<file path="config.mk">
export PLATFORM = sky130hd
export DESIGN_NAME = rle_stream_coder
export DESIGN_NICKNAME = d
export VERILOG_FILES = /design/src/rtl/rle_stream_coder.sv
export SDC_FILE = /design/constraint.sdc
export NUM_CORES = 1
export LEC_CHECK = 0
export CAP_MARGIN = 15
export CORE_MARGIN = 3
export CORE_UTILIZATION = 49
export CTS_BUF_LIST = sky130_fd_sc_hd__clkbuf_8
export DETAILED_ROUTE_END_ITERATION = 6
export HOLD_SLACK_MARGIN = 0.1
export PLACE_DENSITY = 0.78
export RECOVER_POWER = 50
export SETUP_SLACK_MARGIN = 0.5
export SLEW_MARGIN = 20
export SYNTH_ARGS = -nofsm -noshare
export SYNTH_HDL_FRONTEND = slang
export SYNTH_SLANG_ARGS = --single-unit
export TNS_END_PERCENT = 10
</file>
<file path="constraint.sdc">
create_clock -name clk -period 2.3 [get_ports clk]
set_input_delay 0.575 -clock clk [delete_from_list [all_inputs] [get_ports clk]]
set_output_delay 0.575 -clock clk [all_outputs]
set_load 0.03 [all_outputs]
</file>
<file path="src/rtl/rle_stream_coder.sv">
// Run-length encoder: reads a frame of samples from memory and writes
// {value,count} words back, splitting runs longer than 2^CW-1.
module rle_stream_coder #(
    parameter int AW = 15,
    parameter int DW = 1,
    parameter int CW = 4
) (
    input  logic             clk,
    input  logic             rst,
    input  logic             start,
    input  logic [AW:0]      len,
    input  logic [DW-1:0]    RData,
    output logic [AW-1:0]    RAddr,
    output logic [AW-1:0]    WAddr,
    output logic [DW+CW-1:0] WData,
    output logic             Wen,
    output logic             Finish
);

    localparam logic [CW-1:0] MAXRUN = '1;

    typedef enum logic [2:0] {
        IDLE,
        LOAD,
        RUN,
        FLUSH,
        DONE
    } state_t;

    state_t          state;
    state_t          state_nx;
    logic [AW:0]     len_q;
    logic [DW-1:0]   cur;
    logic [CW-1:0]   cnt;
    logic            emit;
    logic            last;

    assign last = ({1'b0, RAddr} == len_q - (AW+1)'(1));

    // Next-state selection and run-break detection
    always_comb begin
        state_nx = state;
        emit     = 1'b0;
        unique case (state)
            IDLE, DONE: begin
                if (start) state_nx = (len != '0) ? LOAD : DONE;
            end
            LOAD: begin
                state_nx = (len_q > (AW+1)'(1)) ? RUN : FLUSH;
            end
            RUN: begin
                emit = (RData != cur) || (cnt == MAXRUN);
                if (last) state_nx = FLUSH;
            end
            FLUSH: begin
                emit     = 1'b1;
                state_nx = DONE;
            end
            default: state_nx = IDLE;
        endcase
    end

    // State register
    always_ff @(posedge clk) begin
        if (rst) state <= IDLE;
        else     state <= state_nx;
    end

    // Datapath: read pointer, current run, output word and write pointer
    always_ff @(posedge clk) begin
        if (rst) begin
            len_q  <= '0;
            RAddr  <= '0;
            WAddr  <= '0;
            WData  <= '0;
            Wen    <= 1'b0;
            Finish <= 1'b0;
            cur    <= '0;
            cnt    <= '0;
        end else begin
            Wen   <= emit;
            WAddr <= WAddr + AW'(Wen);
            if (emit) WData <= {cur, cnt};
            unique case (state)
                IDLE, DONE: begin
                    if (start) begin
                        len_q  <= len;
                        RAddr  <= '0;
                        WAddr  <= '0;
                        Finish <= 1'b0;
                    end else if (state == DONE) begin
                        Finish <= 1'b1;
                    end
                end
                LOAD: begin
                    cur   <= RData;
                    cnt   <= CW'(1);
                    RAddr <= RAddr + AW'(1);
                end
                RUN: begin
                    RAddr <= RAddr + AW'(1);
                    if (emit) begin
                        cur <= RData;
                        cnt <= CW'(1);
                    end else begin
                        cnt <= cnt + CW'(1);
                    end
                end
                default: ;
            endcase
        end
    end

endmodule

</file>
== Yosys cells after proc, flatten, opt, wreduce, memory -nomap -nowiden ==
Cells that the tools add are included.
Storage, ports and cells
  register bits after elaboration: 61
  input port bits: 20
  output and inout bits: 37
  logic and storage cells: 53
Operators by class
  $add $sub $neg: 4
  order comparisons: 1
  equal/unequal tests: 10
  multiplexer cells: 16
  reductions and logical operators: 13
Operator list (count)
  15-bit two-way mux: 3
  15-bit case mux with 2 select lines: 1
  15-bit by 16-bit == test with 1-bit output: 1
  16-bit by 1-bit > comparator with 1-bit output (second input constant): 1
  16-bit nonzero test: 1
  16-bit by 1-bit subtractor with 16-bit output (second input constant): 1
  15-bit by 1-bit adder with 15-bit output: 1
  15-bit by 1-bit adder with 15-bit output (second input constant): 1
  3-bit case mux with 4 select lines: 1
  2-bit AND reduction: 5
  3-bit two-way mux: 3
  4-bit case mux with 2 select lines: 1
  3-bit by 2-bit == test with 1-bit output (second input constant): 2
  2-bit inequality test (second input constant): 3
  2-bit nonzero test: 3
  4-bit by 1-bit adder with 4-bit output (second input constant): 1
  4-bit == test (second input constant): 1
  1-bit two-way mux: 4
  4-bit two-way mux: 1
  1-bit case mux with 2 select lines: 2
  2-bit OR reduction: 2
  3-bit by 1-bit == test with 1-bit output (second input constant): 1
  3-bit == test (second input constant): 1
  3-bit logical NOT: 1
  2 further kinds: 2

== Depth between registers and ports, before layout ==
  depth in word-level cells: 5
  gate-level depth with buffers: 11
  mapped depth without buffers: 9

== Worst setup path before layout ==
OpenSTA, ideal clock, no wires.
  kind: register to register
  from: reg len_q[0]
  to: reg state[0]
  library setup time: 0.070 ns
  data arrival time: 2.064 ns
  data required time: 2.230 ns
  slack: 0.166 ns
  stages on the path, launching flop included: 11
  path buffers: 2
  period minus slack after synthesis: 2.134 ns
  path through: dfxtp_1 clkbuf_1 inv_1 ha_1 clkbuf_1 or3b_1 o41ai_1 nand4_1 nor3_2 nand3b_1 a21oi_1
Between the ends
  longest elaborated chain between the ends: 4
  elaborated cells on any way between the ends: 7
  classes of those cells: add/sub: 1; order compare: 1; eq/ne: 2; mux: 2; reduce/logical: 1
RTL lines
  from (decl): line 32  | logic [AW:0] len_q;
  from (signal assigned): line 87  | len_q <= len;
  16-bit by 1-bit subtractor with 16-bit output: line 38  | assign last = ({1'b0, RAddr} == len_q - (AW+1)'(1));
  15-bit by 16-bit == test with 1-bit output: line 38
  2-bit inequality test (no line)
  2-bit AND reduction (no line)
  to (signal assigned): line 66  | else state <= state_nx;
  to (decl): line 30  | state_t state;
Parallel ways exist; a longest one is shown, timed or not.
A chain may end at the register's enable or synchronous reset.

== Worst setup path after layout ==
  from: reg WAddr[5]
  to: out WAddr[5]
RTL lines
  from (decl): line 14  | output logic [AW-1:0] WAddr,
  from (signal assigned): line 82  | WAddr <= WAddr + AW'(Wen);
No word-level cell between the ends.

==> out/qor.txt <==
Setup TNS = 0 ns
TritonCTS clock tree = built
Fin Hold WS = 0.489 ns
Largest net degree at the start of global routing = 30
Num CTS Buffers = 9
Crit-path slowest cell = clkdlybuf4s50_1
DIE AREA = 7590 um2
Vias/cell = 5.62
Post-Syn Area = 3230 um2
CTS sink cnt = 61
Crit start category = flip-flop
Synth Net Count = 429
RSZ-0062 raised after global routing = true
Final Setup Violations = 0
Worst vdd ir = 0.549 mV
Final WL = 7.99 mm
Clock-pin transition on the worst setup and hold timing paths = 0.07 ns
WHS Endpoint = Finish
Status = finished clean
Syn avg cell area = 8.00 um2
Row count = 28
Initial core utilization = 52.6%
Crit path kind = flip-flop to primary output
Static Leak = 1.55 nW
Final Cycle Share = 87.9%
Initial DRC Count = 214
CP Capture Type = primary output
DP HPWL = 5.77 mm
Worst Tran Pin Value = 1.18 ns
Final hold viol count = 0
Crit-path max FO = 5
Worst-case clock buffer depth = 2
H-tree Lvls = 3
Die height = 87.1 um
Clk_lat worst skew = 0.34 ns
Cell Count, Final, Fillers Out = 540
Min-delay worst type = flip-flop to flip-flop
Worst Skew = 0.00986 ns
Max-cap violations = 0
Crit path cell chain = clkdlybuf4s50_1
Vias in the first global route = 2,879
GPL Wtd Cong = 0.888
Final #Nets = 487
Antenna diodes = 0
Final Core Density = 67.5%
GRT Util Overall = 22.2%
R2r worst-path depth = 7
Drt drc = 0
EDFF count, synth = 0
RR Startpoint = len_q[1]
CTS root buf = clkbuf_8
Core Footprint = 6130 um2
Most frequent cell after synthesis = dfxtp_1
Synthesized flop and latch total = 61
Synth warnings = 0
Detailed Routing Iterations Pass 1 = 4
Clock period minus worst slack = 2.02 ns
Initial antenna violation count = 0
HP Start = Finish
First-pass GRT wire length = 13.4 mm
Critical Path RT = 1.73 ns
Hold Crit Depth = 2
Fmax = 495 MHz
I/O Buffers = 56
Routed WL per cell = 14.8 um
Ys async rst share = 0%
Delay-heaviest family, CP = buffers and inverters
Power Total = 3.82 mW
Die X-Extent = 87.1 um
Mapped Cells = 403
Via count = 3,035
Top post-synthesis cells by count = dfxtp_1, nor2_1, nand2_1
Seq/Total Area, Yosys = 37.9%
Reg2Reg Setup Slack = 0.31 ns
Count of cell types in the netlist = 53
Slew Viols, Final = 0
GRT Residual Overflow = 0
Most area-hungry cell type in the Yosys netlist = dfxtp_1
Cells after DPL = 522
Slew headroom = 21.2%
I/O pin cnt = 57
Post-route ant nets = 0
Yosys top cell area share = 37.9%
P per Cell Area = 923 nW/um2
Top cells by area, synth = dfxtp_1, nor2_1, xor2_1
Crit Reg-Reg Endpoint = state[0]
Crit path buffers/inverters = 1
Fraction of layout cells with a size suffix above 1 = 12.3%
Main flop type after synthesis = dfxtp_1
Area growth syn-to-layout = 28.3%
Arrival time at the worst endpoint = 1.45 ns
Worst path max stage delay = 0.70 ns
==> per-stage QoR <==
stage | area, um2 | setup slack (ns)
after global placement | 3870 | 0.143
after CTS | 4170 | 0.220
final | 4140 | 0.278
after floorplan | 3260 | 0.362
after detailed placement | 3870 | 0.0699
after global routing | 4140 | 0.155
==> cell families (layout without fill, tap and decap cells) <==
logic type | Yosys count | after routing | synth area share, %
fa+ha+maj | 6 | 6 | 2.33
simple gates | 180 | 180 | 28.2
mux | 6 | 6 | 1.90
buf+inv | 35 | 97 | 5.08
compound gates | 75 | 75 | 13.8
xor+xnor | 40 | 40 | 10.9
flops | 61 | 61 | 37.9
==> area by class of cell <==
class / instances / area [um2]
fill: 529 / 1990
multi-input combinational: 307 / 1910
sequential: 61 / 1230
timing repair buffer: 74 / 637
clock buffer: 12 / 165
tap: 75 / 93.8
clock inverter: 3 / 67.6
inverter: 8 / 32.5
==> cell usage in the layout (no fill, tap or decap), types with 3 or more instances in the layout <==
| master | instances |
|---|---|
| clkbuf_1 | 9 |
| or4_4 | 3 |
| a31oi_1 | 3 |
| o21a_1 | 3 |
| nor3_1 | 9 |
| clkdlybuf4s50_1 | 40 |
| dlygate4sd2_1 | 9 |
| nand3_1 | 19 |
| nand2b_1 | 3 |
| nand2_1 | 50 |
| nand3b_1 | 3 |
| buf_4 | 13 |
| nor2_1 | 52 |
| xor2_1 | 22 |
| inv_1 | 6 |
| dfxtp_1 | 57 |
| dfxtp_2 | 3 |
| a21oi_1 | 34 |
| mux2i_1 | 5 |
| ha_1 | 5 |
| xnor2_1 | 18 |
| nand4_1 | 8 |
| clkbuf_8 | 12 |
| or3_1 | 5 |
| nor4_1 | 7 |
| o21ai_0 | 15 |
==> worst max-delay path by stage <==
stage	start	cells after the start	end	slack [ns]
global route	start	8	RAddr[7]	0.15
global placement	start	8	RAddr[13]	0.14
floorplan	len_q[0]	10	state[0]	0.36
finish	WAddr[5]	1	WAddr[5]	0.28
detailed placement	RData	6	cnt[3]	0.07
CTS	RAddr[12]	1	RAddr[12]	0.22
==> worst reg2reg max path, cell delays in order, from the launching register on <==
cell      delay, ns
dfxtp_4        0.37
or4_4          0.57
nor4_4         0.15
nor4bb_1       0.10
nor4_1         0.29
nand4_1        0.13
nand3b_1       0.18
a21oi_1        0.14
==> registers in the layout, summed over array words and instances, names as in the netlist <==
register	count
Finish	1
RAddr	15
WAddr	15
WData	5
Wen	1
cnt	4
cur	1
len_q	16
state	3
==> power by group <==
| group | switching, mW | internal (mW) | leakage, nW |
|---|---|---|---|
| combinational | 0.790 | 0.598 | 0.942 |
| clock | 0.408 | 0.693 | 0.115 |
| sequential | 0.170 | 1.16 | 0.497 |
| total | 1.37 | 2.45 | 1.55 |
==> per-layer routing <==
layer  up-vias  wire [um]  track usage, %
li1       1519          -               -
met1      1409       3620            29.4
met3        20        480            4.07
met2        87       3690            35.2
met4         0        197            9.90
met5         -          0               0
==> repair_timing <==
item / CTS / global route
gates resized for setup: 32 / 7
setup buffers: 3 / 0
pin swaps: 7 / 3
setup endpoints to repair: 49 / 57
hold buffers: 0 / 0
Note: power is estimated with default switching activity, not from simulation.
